<file path="src/rtl/rom_dl_scheduler.sv">
// rom_dl_scheduler: steers the HPS ioctl download into 8 ROM regions with ack handshake, timeout and DIP/game capture.
// Define ROM_DL_CHECKSUM_EN to add a 16-bit wrapping sum of acknowledged bytes.
module rom_dl_scheduler #(
   parameter int REG_AW = 17,
   parameter int ACK_TO = 255
) (
   input  logic              i_clk,
   input  logic              RESETn,
   input  logic              ioctl_download,
   input  logic [7:0]        ioctl_index,
   input  logic              ioctl_wr,
   input  logic [24:0]       ioctl_addr,
   input  logic [7:0]        ioctl_dout,
   output logic              ioctl_wait,
   output logic [7:0]        rom_cs,
   output logic [REG_AW-1:0] rom_addr,
   output logic [7:0]        rom_data,
   output logic              rom_we,
   input  logic              rom_ack,
   output logic [15:0]       dsw,
   output logic [7:0]        game,
   output logic              dl_busy,
   output logic              dl_done,
   output logic [2:0]        err,
   output logic [15:0]       checksum
);
   typedef enum logic [1:0] {IDLE, LOAD, WRITE, DONE} state_t;
   localparam logic [25:0] ADDR_LIM = 26'(8) << REG_AW;
   state_t state;
   logic dl_q;
   logic [7:0] to_cnt;
   logic rom_wr, in_range, ack_or_to;
   assign rom_wr = ioctl_wr && ioctl_index == 8'd0;
   assign in_range = {1'b0, ioctl_addr} < ADDR_LIM;
   assign ack_or_to = rom_ack || to_cnt == 8'(ACK_TO - 1);
`ifndef ROM_DL_CHECKSUM_EN
   assign checksum = 16'd0;
`endif
   // dl_q resets high so a download held across reset needs a fresh rising edge
   always_ff @(posedge i_clk or negedge RESETn) begin
      if (!RESETn) begin
         state <= IDLE;
         dl_q <= 1'b1;
         to_cnt <= 8'd0;
         ioctl_wait <= 1'b0;
         rom_we <= 1'b0;
         rom_cs <= 8'd0;
         rom_addr <= '0;
         rom_data <= 8'd0;
         dsw <= 16'hFFFF;
         game <= 8'd0;
         dl_busy <= 1'b0;
         dl_done <= 1'b0;
         err <= 3'd0;
`ifdef ROM_DL_CHECKSUM_EN
         checksum <= 16'd0;
`endif
      end else begin
         dl_q <= ioctl_download;
         dl_done <= 1'b0;
         if (ioctl_wr && ioctl_index == 8'd254 && ioctl_addr[24:1] == 24'd0) begin
            if (ioctl_addr[0]) dsw[15:8] <= ioctl_dout;
            else dsw[7:0] <= ioctl_dout;
         end
         if (ioctl_wr && ioctl_index == 8'd1 && ioctl_addr == 25'd0) game <= ioctl_dout;
         case (state)
            IDLE: begin
               if (ioctl_download && !dl_q && ioctl_index == 8'd0) begin
                  state <= LOAD;
                  dl_busy <= 1'b1;
`ifdef ROM_DL_CHECKSUM_EN
                  checksum <= 16'd0;
`endif
               end
            end
            LOAD: begin
               if (!ioctl_download) begin
                  state <= DONE;
                  dl_busy <= 1'b0;
                  dl_done <= 1'b1;
               end else if (rom_wr && in_range) begin
                  state <= WRITE;
                  rom_we <= 1'b1;
                  ioctl_wait <= 1'b1;
                  rom_cs <= 8'd1 << ioctl_addr[REG_AW+2:REG_AW];
                  rom_addr <= ioctl_addr[REG_AW-1:0];
                  rom_data <= ioctl_dout;
                  to_cnt <= 8'd0;
               end else if (rom_wr) err[0] <= 1'b1;
            end
            WRITE: begin
               if (rom_wr) err[2] <= 1'b1;
               if (ack_or_to) begin
                  rom_we <= 1'b0;
                  rom_cs <= 8'd0;
                  ioctl_wait <= 1'b0;
                  to_cnt <= 8'd0;
                  if (!rom_ack) err[1] <= 1'b1;
`ifdef ROM_DL_CHECKSUM_EN
                  if (rom_ack) checksum <= checksum + {8'd0, rom_data};
`endif
                  state <= ioctl_download ? LOAD : DONE;
                  dl_busy <= ioctl_download;
                  dl_done <= !ioctl_download;
               end else to_cnt <= to_cnt + 8'd1;
            end
            DONE: state <= IDLE;
            default: state <= IDLE;
         endcase
      end
   end
endmodule

</file>
<file path="config.mk">
export PLATFORM = sky130hd
export DESIGN_NAME = rom_dl_scheduler
export DESIGN_NICKNAME = d
export VERILOG_FILES = /design/src/rtl/rom_dl_scheduler.sv
export SDC_FILE = /design/constraint.sdc
export NUM_CORES = 1
export LEC_CHECK = 0
export ABC_CLOCK_PERIOD_IN_PS = 1790
export CAP_MARGIN = 25
export CORE_MARGIN = 2
export CORE_UTILIZATION = 40
export DETAILED_ROUTE_END_ITERATION = 16
export PLACE_DENSITY = 0.72
export SKIP_CTS_REPAIR_TIMING = 1
export SLEW_MARGIN = 10
export SYNTH_ARGS = -nofsm -noshare
export SYNTH_HDL_FRONTEND = slang
export SYNTH_SLANG_ARGS = --single-unit
</file>
<file path="constraint.sdc">
create_clock -name i_clk -period 1.79 [get_ports i_clk]
set_input_delay 0.2685 -clock i_clk [delete_from_list [all_inputs] [get_ports i_clk]]
set_output_delay 0.2685 -clock i_clk [all_outputs]
set_load 0.01 [all_outputs]
</file>
==> flow_metrics.py, run 1 <==
metrics = {
    "final_layout": {
        "final_common_cell": "clkdlybuf4s50_1",
        "drive_gt1_frac": 0.388,
        "synthToLayoutAreaGrowth_pct": 56.5,
        "nets": 474,
        "fin_util": 0.636,
        "stdcell_count": 536,
        "final_cell_mix": "clkdlybuf4s50_1, dfrtp_1, mux2_2",
        "antenna_cells": 0,
    },
    "die": {
        "io_pins": 126,
        "initial_utilization": 0.406,
        "rows": 34,
        "dieArea_um2": 9450,
        "core_area_um2": 8550,
        "die_w_um": 97.2,
        "die_h_um": 97.2,
    },
    "sta": {
        "maxSlewViolCount": 0,
        "rsz0062_at_grt": "yes",
        "finalWorstSetupSlack_ns": -0.0225,
        "period_needed_ns": 1.81,
        "setup_viol": 4,
        "finClkSkew_ns": 0.00622,
        "final_hold_viol_count": 0,
        "timing.fmax_mhz": 552,
        "hold_ws_ns": 0.191,
        "worst_pin_slew_ns": 0.538,
        "slew_headroom": 0.642,
        "period_share": 1.01,
    },
    "synthesis": {
        "yosys_warnings": 0,
        "synth_edf_count": 0,
        "synth_top_area_cell": "dfrtp_1",
        "synthCells": 269,
        "syn_area_per_cell_um2": 12.9,
        "synth_top_area_share": 0.411,
        "synth_cell_types": 45,
        "ys_top_cells_by_area": "dfrtp_1, mux2_2, dfstp_2, buf_4, o21ai_0",
        "yosysSeqAreaShare": 0.539,
        "synth.cell_area_um2": 3470,
        "ys_ff_latch": 74,
        "async_flop_share": 1.00,
        "synth_flop_cell": "dfrtp_1",
    },
    "detailed_routing": {
        "drc": 0,
        "vias": 2705,
        "drt_first_iter_violations": 51,
        "detail-route-antenna-nets": 0,
        "first_pass_iters": 4,
        "wire_per_inst_um": 16.9,
        "vias_per_cell": 5.05,
        "wl_um": 9030,
    },
    "clock_network": {
        "numCtsBuffers": 9,
        "clockRootBuffer": "clkbuf_8",
        "htree_levels": 3,
        "cts_tree": "built",
        "clk_latency_ns": 0.35,
        "clk_pin_slew_ns": 0.09,
        "clock_path_buffers": 2,
        "cts.sinks": 74,
    },
    "outcome": {
        "violations": "setup timing",
        "status": "complete, but fails checks",
    },
    "setup_path": {
        "endpoint_kind": "flop",
        "crit_type": "flop to flop",
        "critPathArrivalTime_ns": 2.06,
        "worstPathMaxFanout": 6,
        "critPathRequiredTime_ns": 2.03,
        "worstSetupStartpointType": "flop",
    },
    "grt": {
        "grt_max_degree": 34,
        "grtUsageTotal": 0.188,
        "antenna_found_initial": 0,
        "gr-total-overflow": 0,
        "grt_pass1_wl_um": 14000,
        "first_global_vias": 2794,
    },
    "power_and_ir_drop": {
        "power.density_nw_per_um2": 749,
        "power_mw": 4.07,
        "power_leakage_nw": 2.66,
        "ir_worst_vdd_uv": 384,
    },
    "job": {
        "maxCapViolCount": 0,
    },
    "place": {
        "place_congestion": 0.771,
        "dp.cells": 517,
        "hpwl_um": 6440,
        "portBuffers": 109,
    },
    "worst_hold_path": {
        "hp-class": "primary input to flop",
    },
}
-- cell families after synthesis --
| kind of cell | after synthesis | share of synthesized area |
|---|---|---|
| buf+inv | 28 | 0.0544 |
| flops | 74 | 0.539 |
| mux | 54 | 0.179 |
| simple gates | 70 | 0.124 |
| compound gates | 37 | 0.0846 |
| other cells | 1 | 0.00108 |
| fa+ha+maj | 5 | 0.0180 |
-- through the flow --
stage | cell area, um2 | setup TNS [ns] | setup WS, ns
floorplan | 3530 | 0 | 0.00534
global placement | 4920 | -27.22 | -0.513
detailed placement | 4920 | -30.09 | -0.629
CTS | 5100 | -5.47 | -0.252
global route | 5440 | -0.401 | -0.0864
finish | 5440 | -0.0628 | -0.0225
-- state kept, by name, summed over array words and instances (netlist names) --
name / cells
rom_addr: 17
dsw: 16
game: 8
rom_cs: 8
rom_data: 8
to_cnt: 8
err: 3
state: 2
dl_busy: 1
dl_done: 1
dl_q: 1
rom_we: 1
-- synth_stat cells, drive strengths merged, types with 2 or more instances --
cell / number
dfrtp: 57
and4: 2
dfstp: 17
nor2b: 4
nand2: 11
nor3: 4
clkbuf: 2
inv: 4
mux2: 54
o41ai: 2
nor2: 12
ha: 5
a41o: 2
a21o: 6
nor4: 12
and2: 3
o21ai: 15
o31ai: 5
nand2b: 5
buf: 22
nand3: 10
-- final cells by class --
cell class / instances / area [um2]
Multi-Input combinational cell: 182 / 1690
Fill cell: 640 / 3110
Inverter: 4 / 15.0
Clock buffer: 9 / 124
Sequential cell: 74 / 1870
Tap cell: 108 / 135
Timing Repair Buffer: 152 / 1540
Clock inverter: 7 / 58.8
-- critical path: stages (launching register included) --
cell     delay [ns]
dfrtp_1        0.41
inv_2          0.07
ha_4           0.16
nand2_2        0.07
and2b_2        0.25
buf_6          0.14
o21ai_4        0.27
mux2_4         0.33
-- final timing paths --
kind                                       from                       end  slack [ns]  depth (start not counted)
max reg2reg                state[1]$_DFFE_PN0P_     rom_cs[6]$_DFFE_PN0P_       -0.02                          7
min                              ioctl_addr[16]  rom_addr[16]$_DFFE_PN0P_        0.19                          2
min reg2reg                  err[1]$_DFFE_PN0P_        err[1]$_DFFE_PN0P_        0.47                          1
max in group asynchronous                RESETn       dsw[15]$_DFFE_PN1P_        0.74                          3
max                        state[1]$_DFFE_PN0P_     rom_cs[6]$_DFFE_PN0P_       -0.02                          7
min in group asynchronous                RESETn   rom_data[1]$_DFFE_PN0P_        0.42                          2
-- metal layers --
metal  GRT usage  vias up  part of all wire
met1       0.225     1350              0.40
met5           0        -                 0
met4      0.0683        0             0.014
met3      0.0842       10             0.089
met2       0.299       92              0.50
li1            -     1253                 -
-- where the power goes --
| part | leakage [nW] | internal (mW) | switching, mW |
|---|---|---|---|
| Combinational | 1.60 | 0.537 | 0.422 |
| Sequential | 0.960 | 1.79 | 0.0835 |
| Clock | 0.0925 | 0.527 | 0.713 |
| Total | 2.66 | 2.86 | 1.22 |
(Power assumes the default switching activity.)
==> run 2, diff against run 1 <==
--- a/config.mk
+++ b/config.mk
@@ -9,8 +9,10 @@
 export CAP_MARGIN = 25
 export CORE_MARGIN = 2
 export CORE_UTILIZATION = 40
+export CTS_BUF_LIST = sky130_fd_sc_hd__clkbuf_8 sky130_fd_sc_hd__clkbuf_16
 export DETAILED_ROUTE_END_ITERATION = 16
 export PLACE_DENSITY = 0.72
+export SETUP_SLACK_MARGIN = 0.15
 export SKIP_CTS_REPAIR_TIMING = 1
 export SLEW_MARGIN = 10
 export SYNTH_ARGS = -nofsm -noshare
==> run 2 against run 1 <==
  * The flow now finishes without violations
  * First-iteration DRC count grew 12%
  * Combinational power rose by 0.4%
  * Setup slack better by 0.053 ns
  * Sequential power hardly changed
  * Count of clock-buffer cells in the layout is the same
  * Register-to-register slack better by 0.05 ns
  * Clock skew is 0.0025 ns higher
  * Critical path type unchanged
==> flow_metrics.py, run 2 (synthesis gave the netlist of run 1 again) <==
metrics = {
    "sta": {
        "timing.fmax_mhz": 568,
        "final_hold_viol_count": 0,
        "period_needed_ns": 1.76,
        "period_share": 0.983,
        "maxSlewViolCount": 0,
        "rsz0062_at_grt": "yes",
        "finClkSkew_ns": 0.00876,
        "setup_viol": 0,
    },
    "power_and_ir_drop": {
        "comb_power_share": 0.237,
        "ir_worst_vdd_uv": 390,
        "power.density_nw_per_um2": 705,
        "seqPwrFrac": 0.459,
        "p_sw_mw": 1.22,
        "power_mw": 4.07,
        "switching_share": 0.299,
        "internal-power_mw": 2.85,
        "power_leakage_nw": 3.03,
        "pwr-share-clk": 0.304,
    },
    "final_layout": {
        "nets": 485,
        "final_area_um2": 5770,
        "drive_gt1_frac": 0.453,
        "synthToLayoutAreaGrowth_pct": 66.0,
        "final_cell_mix": "clkdlybuf4s50_1, dfrtp_1, mux2_4",
        "multi_input_area_um2": 1920,
        "largest_register_ffs": 17,
        "largest-register": "rom_addr",
        "stdcell_count": 547,
        "fillers": 627,
        "final_common_cell": "clkdlybuf4s50_1",
        "fin_util": 0.675,
        "seq_area_um2": 1870,
        "antenna_cells": 0,
        "top_regs": "rom_addr x17, dsw x16",
    },
    "worst_hold_path": {
        "hold_depth": 2,
        "hp-class": "primary input to flop",
    },
    "grt": {
        "grtUsageTotal": 0.190,
        "antenna_found_initial": 0,
        "first_global_vias": 2802,
        "grt_pass1_wl_um": 14200,
        "gr-total-overflow": 0,
        "grt_max_degree": 61,
    },
    "detailed_routing": {
        "drt_first_iter_violations": 57,
        "vias": 2678,
        "first_pass_iters": 4,
        "wire_per_inst_um": 16.7,
        "wl_um": 9140,
        "drc": 0,
        "detail-route-antenna-nets": 0,
        "vias_per_cell": 4.90,
    },
    "die": {
        "initial_utilization": 0.406,
        "io_pins": 126,
        "die_w_um": 97.2,
        "die_h_um": 97.2,
        "core_area_um2": 8550,
        "dieArea_um2": 9450,
        "rows": 34,
    },
    "clock_network": {
        "clock_path_buffers": 2,
        "cts.sinks": 74,
        "cts_tree": "built",
        "clk_pin_slew_ns": 0.09,
        "numCtsBuffers": 9,
        "clockRootBuffer": "clkbuf_8",
        "clk_latency_ns": 0.36,
        "htree_levels": 3,
    },
    "setup_path": {
        "worstPathMaxFanout": 6,
        "worstSetupStartpointType": "flop",
        "critPathArrivalTime_ns": 2.02,
        "rrSetupSlack_ns": 0.03,
        "r2r_end": "to_cnt[6]$_DFFE_PN0P_",
        "crit_type": "flop to flop",
        "reg2reg_from": "state[0]$_DFFE_PN0P_",
        "r2r_cells": 6,
        "endpoint_kind": "flop",
        "critPathRequiredTime_ns": 2.05,
        "cp-endpoint": "to_cnt[6]$_DFFE_PN0P_",
        "worstSetupStartpoint": "state[0]$_DFFE_PN0P_",
    },
    "outcome": {
        "status": "finished clean",
    },
    "place": {
        "portBuffers": 109,
        "place_congestion": 0.803,
        "postPlaceCellArea_um2": 5090,
        "hpwl_um": 6440,
        "dp.cells": 523,
    },
    "job": {
        "maxCapViolCount": 0,
    },
}
## run 2: changes by cell type in the layout (fill, tap and decap cells not counted), moves of 4 or more
| cell | change |
|---|---|
| clkbuf_2 | +8 |
| buf_4 | +11 |
| o21ai_0 | -4 |
| clkdlybuf4s50_1 | -21 |
| o21ai_2 | +4 |
| mux2_4 | +34 |
| nor4_4 | +4 |
| mux2_2 | -34 |
| dlymetal6s2s_1 | +13 |
## run 2: routing by layer
| metal | up-vias | GRT usage | routed length (um) |
|---|---|---|---|
| met2 | 83 | 0.302 | 4570 |
| met3 | 8 | 0.0590 | 508 |
| met1 | 1310 | 0.248 | 3960 |
| met5 | - | 0 | 0 |
| li1 | 1277 | - | - |
| met4 | 0 | 0.0618 | 102 |
## run 2: critical path, stage by stage (launching register included)
cell and delay, ns:
dfrtp_1 0.44, inv_2 0.11, ha_4 0.16, nor2b_4 0.20, o31a_1 0.30, o21ai_4 0.14
o41ai_2 0.32
## run 2: final cells by class
type	count	area share
Sequential cell	74	0.325
Timing Repair Buffer	163	0.284
Inverter	4	0.00260
Clock buffer	9	0.0215
Tap cell	108	0.0234
Multi-Input combinational cell	182	0.334
Clock inverter	7	0.0104
## run 2: power by group through the flow
stage	clock, mW	sequential (mW)	combinational, mW
2_1_floorplan	0	1.94	0.333
3_3_place_gp	0	1.89	0.865
3_5_place_dp	0	1.90	0.880
4_1_cts	1.28	1.86	0.884
5_1_grt	1.36	1.89	1.03
6_report	1.24	1.87	0.963
## run 2: metrics by stage
stage	setup WS (ns)	setup TNS (ns)	hold WS, ns
3_5_place_dp	-0.778	-33.49	0.137
4_1_cts	-0.420	-8.17	-0.252
5_1_grt	-0.0413	-0.0615	0.194
6_report	0.0307	0	0.201
3_3_place_gp	-0.749	-31.73	0.139
2_1_floorplan	0.0443	0	-0.0271
## run 2: worst min-delay path by stage
stage,endpoint,from
final,rom_addr[7]$_DFFE_PN0P_,ioctl_addr[7]
after global routing,rom_addr[13]$_DFFE_PN0P_,ioctl_addr[13]
after detailed placement,state[1]$_DFFE_PN0P_,RESETn
after global placement,state[1]$_DFFE_PN0P_,RESETn
after floorplan,dl_busy$_DFFE_PN0P_,RESETn
after CTS,state[0]$_DFFE_PN0P_,RESETn
